### config.mk
export PLATFORM = sky130hd
export DESIGN_NAME = spi_frame_tx
export DESIGN_NICKNAME = d
export VERILOG_FILES = /design/src/rtl/spi_frame_tx.sv
export SDC_FILE = /design/constraint.sdc
export NUM_CORES = 1
export LEC_CHECK = 0
export CAP_MARGIN = 20
export CELL_PAD_IN_SITES_DETAIL_PLACEMENT = 0
export CELL_PAD_IN_SITES_GLOBAL_PLACEMENT = 2
export CORE_MARGIN = 2
export CORE_UTILIZATION = 30
export DETAILED_ROUTE_END_ITERATION = 7
export PLACE_DENSITY = 0.65
export SETUP_SLACK_MARGIN = 0.2
export SLEW_MARGIN = 20
export SYNTH_ARGS = -nofsm -noshare
export SYNTH_HDL_FRONTEND = slang
export SYNTH_SLANG_ARGS = --single-unit
### constraint.sdc
create_clock -name clk -period 5.45 [get_ports clk]
set_input_delay 1.09 -clock clk [delete_from_list [all_inputs] [get_ports clk]]
set_output_delay 1.09 -clock clk [all_outputs]
set_load 0.01 [all_outputs]
### src/rtl/spi_frame_tx.sv
// Streams one WIDTH x HEIGHT frame of 16-bit pixels from a synchronous frame store
// out over a two-wire SPI link, MSB first, with no gaps between bits or pixels.
module spi_frame_tx #(
  parameter int WIDTH   = 64,
  parameter int HEIGHT  = 32,
  parameter int CLK_DIV = 2,
  parameter int ADDR_W  = 11
) (
  input  logic              clk,
  input  logic              n_reset,
  input  logic              start,
  output logic              busy,
  output logic              done,
  output logic [ADDR_W-1:0] pixel_addr,
  input  logic [15:0]       pixel_data,
  output logic              spi_clk,
  output logic              spi_mosi,
  output logic [1:0]        dbg_state
);

  localparam int HALF_W = $clog2(CLK_DIV) + 1;
  localparam logic [HALF_W-1:0] HALF_LAST = HALF_W'(CLK_DIV - 1);
  localparam logic [ADDR_W-1:0] PIX_LAST  = ADDR_W'(WIDTH * HEIGHT - 1);

  typedef enum logic [1:0] {
    S_IDLE  = 2'd0,
    S_FETCH = 2'd1,
    S_SHIFT = 2'd2
  } state_e;

  state_e              state_q, state_d;
  logic                busy_q, busy_d;
  logic                done_q, done_d;
  logic [ADDR_W-1:0]   addr_q, addr_d;
  logic                sclk_q, sclk_d;
  logic                mosi_q, mosi_d;
  logic [15:0]         shreg_q, shreg_d;
  logic [15:0]         hold_q, hold_d;
  logic [3:0]          bit_q, bit_d;
  logic                phase_q, phase_d;   // 0 = low half of the bit, 1 = high half
  logic [HALF_W-1:0]   half_q, half_d;
  logic [ADDR_W-1:0]   pix_q, pix_d;
  logic [1:0]          cap_cnt_q, cap_cnt_d;
  logic [ADDR_W-1:0]   next_pix;

  assign next_pix = pix_q + ADDR_W'(1);

  always_comb begin
    state_d   = state_q;
    busy_d    = busy_q;
    done_d    = 1'b0;
    addr_d    = addr_q;
    sclk_d    = sclk_q;
    mosi_d    = mosi_q;
    shreg_d   = shreg_q;
    hold_d    = hold_q;
    bit_d     = bit_q;
    phase_d   = phase_q;
    half_d    = half_q;
    pix_d     = pix_q;
    cap_cnt_d = cap_cnt_q;

    // Holding register samples the store two edges after the address moved,
    // which suits both registered and combinational read ports.
    if (cap_cnt_q != 2'd0) begin
      cap_cnt_d = cap_cnt_q - 2'd1;
      if (cap_cnt_q == 2'd1) hold_d = pixel_data;
    end

    case (state_q)
      S_IDLE: begin
        if (start) begin
          addr_d  = '0;
          busy_d  = 1'b1;
          state_d = S_FETCH;
        end
      end
      S_FETCH: begin
        shreg_d   = pixel_data;
        mosi_d    = pixel_data[15];
        bit_d     = 4'd15;
        phase_d   = 1'b0;
        half_d    = '0;
        addr_d    = ADDR_W'(1);
        pix_d     = '0;
        cap_cnt_d = 2'd2;
        state_d   = S_SHIFT;
      end
      S_SHIFT: begin
        if (half_q != HALF_LAST) begin
          half_d = half_q + HALF_W'(1);
        end else begin
          half_d = '0;
          if (!phase_q) begin
            phase_d = 1'b1;
            sclk_d  = 1'b1;
          end else begin
            phase_d = 1'b0;
            sclk_d  = 1'b0;
            if (bit_q != 4'd0) begin
              bit_d  = bit_q - 4'd1;
              mosi_d = shreg_q[bit_q - 4'd1];
            end else if (pix_q != PIX_LAST) begin
              shreg_d   = hold_q;
              mosi_d    = hold_q[15];
              bit_d     = 4'd15;
              pix_d     = next_pix;
              addr_d    = (next_pix == PIX_LAST) ? PIX_LAST : next_pix + ADDR_W'(1);
              cap_cnt_d = 2'd2;
            end else begin
              // Rewinding the address lets a registered store present pixel 0
              // by the time a following FETCH samples it.
              mosi_d  = 1'b0;
              busy_d  = 1'b0;
              done_d  = 1'b1;
              addr_d  = '0;
              state_d = S_IDLE;
            end
          end
        end
      end
      default: state_d = S_IDLE;
    endcase
  end

  always_ff @(posedge clk or negedge n_reset) begin
    if (!n_reset) begin
      state_q   <= S_IDLE;
      busy_q    <= 1'b0;
      done_q    <= 1'b0;
      addr_q    <= '0;
      sclk_q    <= 1'b0;
      mosi_q    <= 1'b0;
      shreg_q   <= '0;
      hold_q    <= '0;
      bit_q     <= '0;
      phase_q   <= 1'b0;
      half_q    <= '0;
      pix_q     <= '0;
      cap_cnt_q <= '0;
    end else begin
      state_q   <= state_d;
      busy_q    <= busy_d;
      done_q    <= done_d;
      addr_q    <= addr_d;
      sclk_q    <= sclk_d;
      mosi_q    <= mosi_d;
      shreg_q   <= shreg_d;
      hold_q    <= hold_d;
      bit_q     <= bit_d;
      phase_q   <= phase_d;
      half_q    <= half_d;
      pix_q     <= pix_d;
      cap_cnt_q <= cap_cnt_d;
    end
  end

  assign busy       = busy_q;
  assign done       = done_q;
  assign pixel_addr = addr_q;
  assign spi_clk    = sclk_q;
  assign spi_mosi   = mosi_q;
  assign dbg_state  = state_q;

endmodule

==> results.cfg <==
[synthesis]
synthSimpleGateAreaFrac_pct = 16.6
synth_xor_xnor_area_share_pct = 3.45
synth_edf_count = 0
yosysSeqAreaShare_pct = 45.4
syn_area_sq_um = 3800
synth-seq-cells = 69
synthCells = 393
ys_types = 53
yosysWarnings = 0
synth_ff_type = dfrtp_1
synthAdderAreaFrac_pct = 2.30
async_reset_ff_share_pct = 100
syn-mean-instance-area_sq_um = 9.68
synth-compound-area-share_pct = 14.4
synth_top_family_by_area = simple AND/OR/NAND/NOR gates
muxShareOfSynthArea_pct = 13.4
synth.net_count = 419

[worst_setup_path]
r2r_end = pix_q[6]$_DFFE_PN0P_
worstSetupStartpointType = register
path_max_fanout = 15
critPathMaxStageDelay_ns = 0.55
critical_path_required_ns = 5.65
rrSetupSlack_ns = 2.55
r2r-start = pix_q[0]$_DFFE_PN0P_
cp-startpoint = pix_q[0]$_DFFE_PN0P_
crit_chain = ha_1 -> nand4_1 -> nor3_1 -> or3_1 -> o21ba_2 -> o21ai_0 -> o41ai_1
worstSetupEndpoint = pix_q[6]$_DFFE_PN0P_
rr_worst_depth = 7
end_kind = register
cp.arrival_ns = 3.10
crit_type = reg2reg
slowest_stage = dfrtp_1

[routing]
vias_per_cell = 4.75
wl_um = 8460
drc_errors = 0
ant_nets = 0
routedWlPerCell_um = 14.3
drt_iter0_markers = 143
drt-pass1-iter-count = 4
vias = 2805

[sta]
fmax_mhz = 345
timing.slew.headroom_pct = 39.3
hold_violations = 0
finalSetupViolations = 0
slew_violations = 0
setup_tns_ns = 0
rsz0062_at_grt = no
finClkSkew_ns = 0.00546
worst_pin_slew_ns = 0.911
period_share_pct = 53.2
period_needed_ns = 2.90

[grt]
grt_max_degree = 70
grt_overflow = 0
antenna_found_initial = 0
track_usage_pct = 13.5
grt_pass1_wl_um = 14000
first_global_vias = 2714

[die]
initial_core_util_pct = 30.4
fp.dieArea_sq_um = 13600
die_h_um = 117
core_area_sq_um = 12500
boundaryPins = 36
die_w_um = 117
placementRows = 41

[clock_tree]
clock_latency_ns = 0.33
cts_tree = yes
clkSlewWorstSetupHoldPaths_ns = 0.05
cts-hold-fix-buffers = 0
post-cts-setup-buffer-count = 0
clock_sinks = 69
cts_resized = 0
clockBufferDepth = 2
cts_buffers = 9
htree_levels = 3
cts_root_buf = clkbuf_16

[layout]
layout-drive-gt1-share_pct = 11.7
final_core_utilization_pct = 36.2
final_common_cell = dfrtp_1
area_delta_synth_final_pct = 19.0
regArea_sq_um = 1730
diodes = 0
final_nets = 440
nFillCells = 1306
layout_common_cells = dfrtp_1 (69), nand2_1 (54), o21ai_0 (43)
multi_input_area_sq_um = 1910
instances_no_fill = 590

[hold_path]
hold_class = reg2reg

[pwr]
leakagePower_uw = 0.00183
power.density_nw_per_um2 = 437
peakVddDrop_mv = 0.193

[place]
dp.cells = 575
portBuffers = 35
post-dp-hpwl_um = 5870
globalplace.congestion = 0.759

[outcome]
status = complete, no violations

[job]
maxCapViolCount = 0
power breakdown:
group	switching [uW]	total, uW	internal [uW]
registers	107	779	673
clock network	213	527	314
logic	343	672	329
total	663	1980	1320
worst max-delay path, delay by kind of cell (launching register included):
kind,cells,cell delay (ns)
DFF,1,0.55
adders and majority gates,1,0.45
and+or+nand+nor,3,1.29
AOI/OAI and AO/OA,3,0.47
worst min path at each step:
stage | cells after the start | to | start
final | 2 | shreg_q[3]$_DFFE_PN0P_ | shreg_q[3]$_DFFE_PN0P_
after global placement | 2 | spi_clk$_DFFE_PN0P_ | spi_clk$_DFFE_PN0P_
after floorplan | 2 | shreg_q[13]$_DFFE_PN0P_ | shreg_q[13]$_DFFE_PN0P_
after global routing | 2 | spi_clk$_DFFE_PN0P_ | spi_clk$_DFFE_PN0P_
after CTS | 2 | shreg_q[7]$_DFFE_PN0P_ | shreg_q[7]$_DFFE_PN0P_
after detailed placement | 2 | shreg_q[7]$_DFFE_PN0P_ | shreg_q[7]$_DFFE_PN0P_
layout make-up:
class	count	share of cell area, %
clock inverters	5	0.608
repair buffers	38	8.12
well taps	172	4.75
clock buffers	10	5.28
multi-input cells	285	42.2
inverters	11	0.912
flip-flops and latches	69	38.1
per-layer routing:
layer / vias up / GRT usage, % / routed length, um
li1: 1432 / - / -
met1: 1323 / 19.3 / 4290
met2: 38 / 19.5 / 3730
met3: 12 / 3.27 / 283
met4: 0 / 5.80 / 150
met5: - / 0 / 0
Yosys cell counts, types with 2 or more instances:
cell	count	area [sq um]
a22o_1	2	17.5
nor2_1	17	63.8
o21ai_0	43	215
nor3_1	12	60.1
o41ai_1	2	17.5
dfrtp_1	69	1730
nand2b_1	6	37.5
a21oi_1	18	90.1
o211ai_1	6	45.0
nand3_2	2	20.0
nand4_1	3	18.8
inv_1	11	41.3
xnor2_1	8	70.1
ha_1	7	87.6
nand3_1	8	40.0
xor2_1	7	61.3
and2_1	2	12.5
buf_4	2	15.0
nor2b_1	3	18.8
o21ba_2	2	20.0
nor3b_1	2	15.0
mux4_2	3	67.6
buf_2	9	45.0
clkbuf_1	15	56.3
mux2_2	18	203
mux2i_1	23	230
o31ai_1	4	30.0
or3_1	3	18.8
nor4_1	7	43.8
a31oi_1	3	18.8
nand2_1	54	203
kinds of logic (layout without fill, tap and decap cells):
logic type / Yosys count / count (layout)
fa+ha+maj: 7 / 7
mux: 45 / 45
simple gates: 128 / 128
flops: 69 / 69
buf+inv: 39 / 64
xor+xnor: 15 / 15
compound gates: 90 / 90
registers in the layout (all words and copies together) (netlist names):
name / flops
shreg_q: 16
dbg_state: 2
bit_q: 4
phase_q: 1
half_q: 2
busy: 1
pix_q: 11
pixel_addr: 11
spi_clk: 1
done: 1
cap_cnt_q: 2
spi_mosi: 1
hold_q: 16
stage by stage:
step           area (sq um)  total power (uW)  worst slack (ns)  hold WS, ns
5_1_grt                4530              2150              2.22        0.500
6_report               4530              1980              2.55        0.476
3_3_place_gp           4260              1470              2.52        0.461
3_5_place_dp           4260              1480              2.41        0.473
2_1_floorplan          3800              1280              3.03        0.445
4_1_cts                4530              2020              2.51        0.486
No activity file was read; power rests on OpenSTA's default activity.
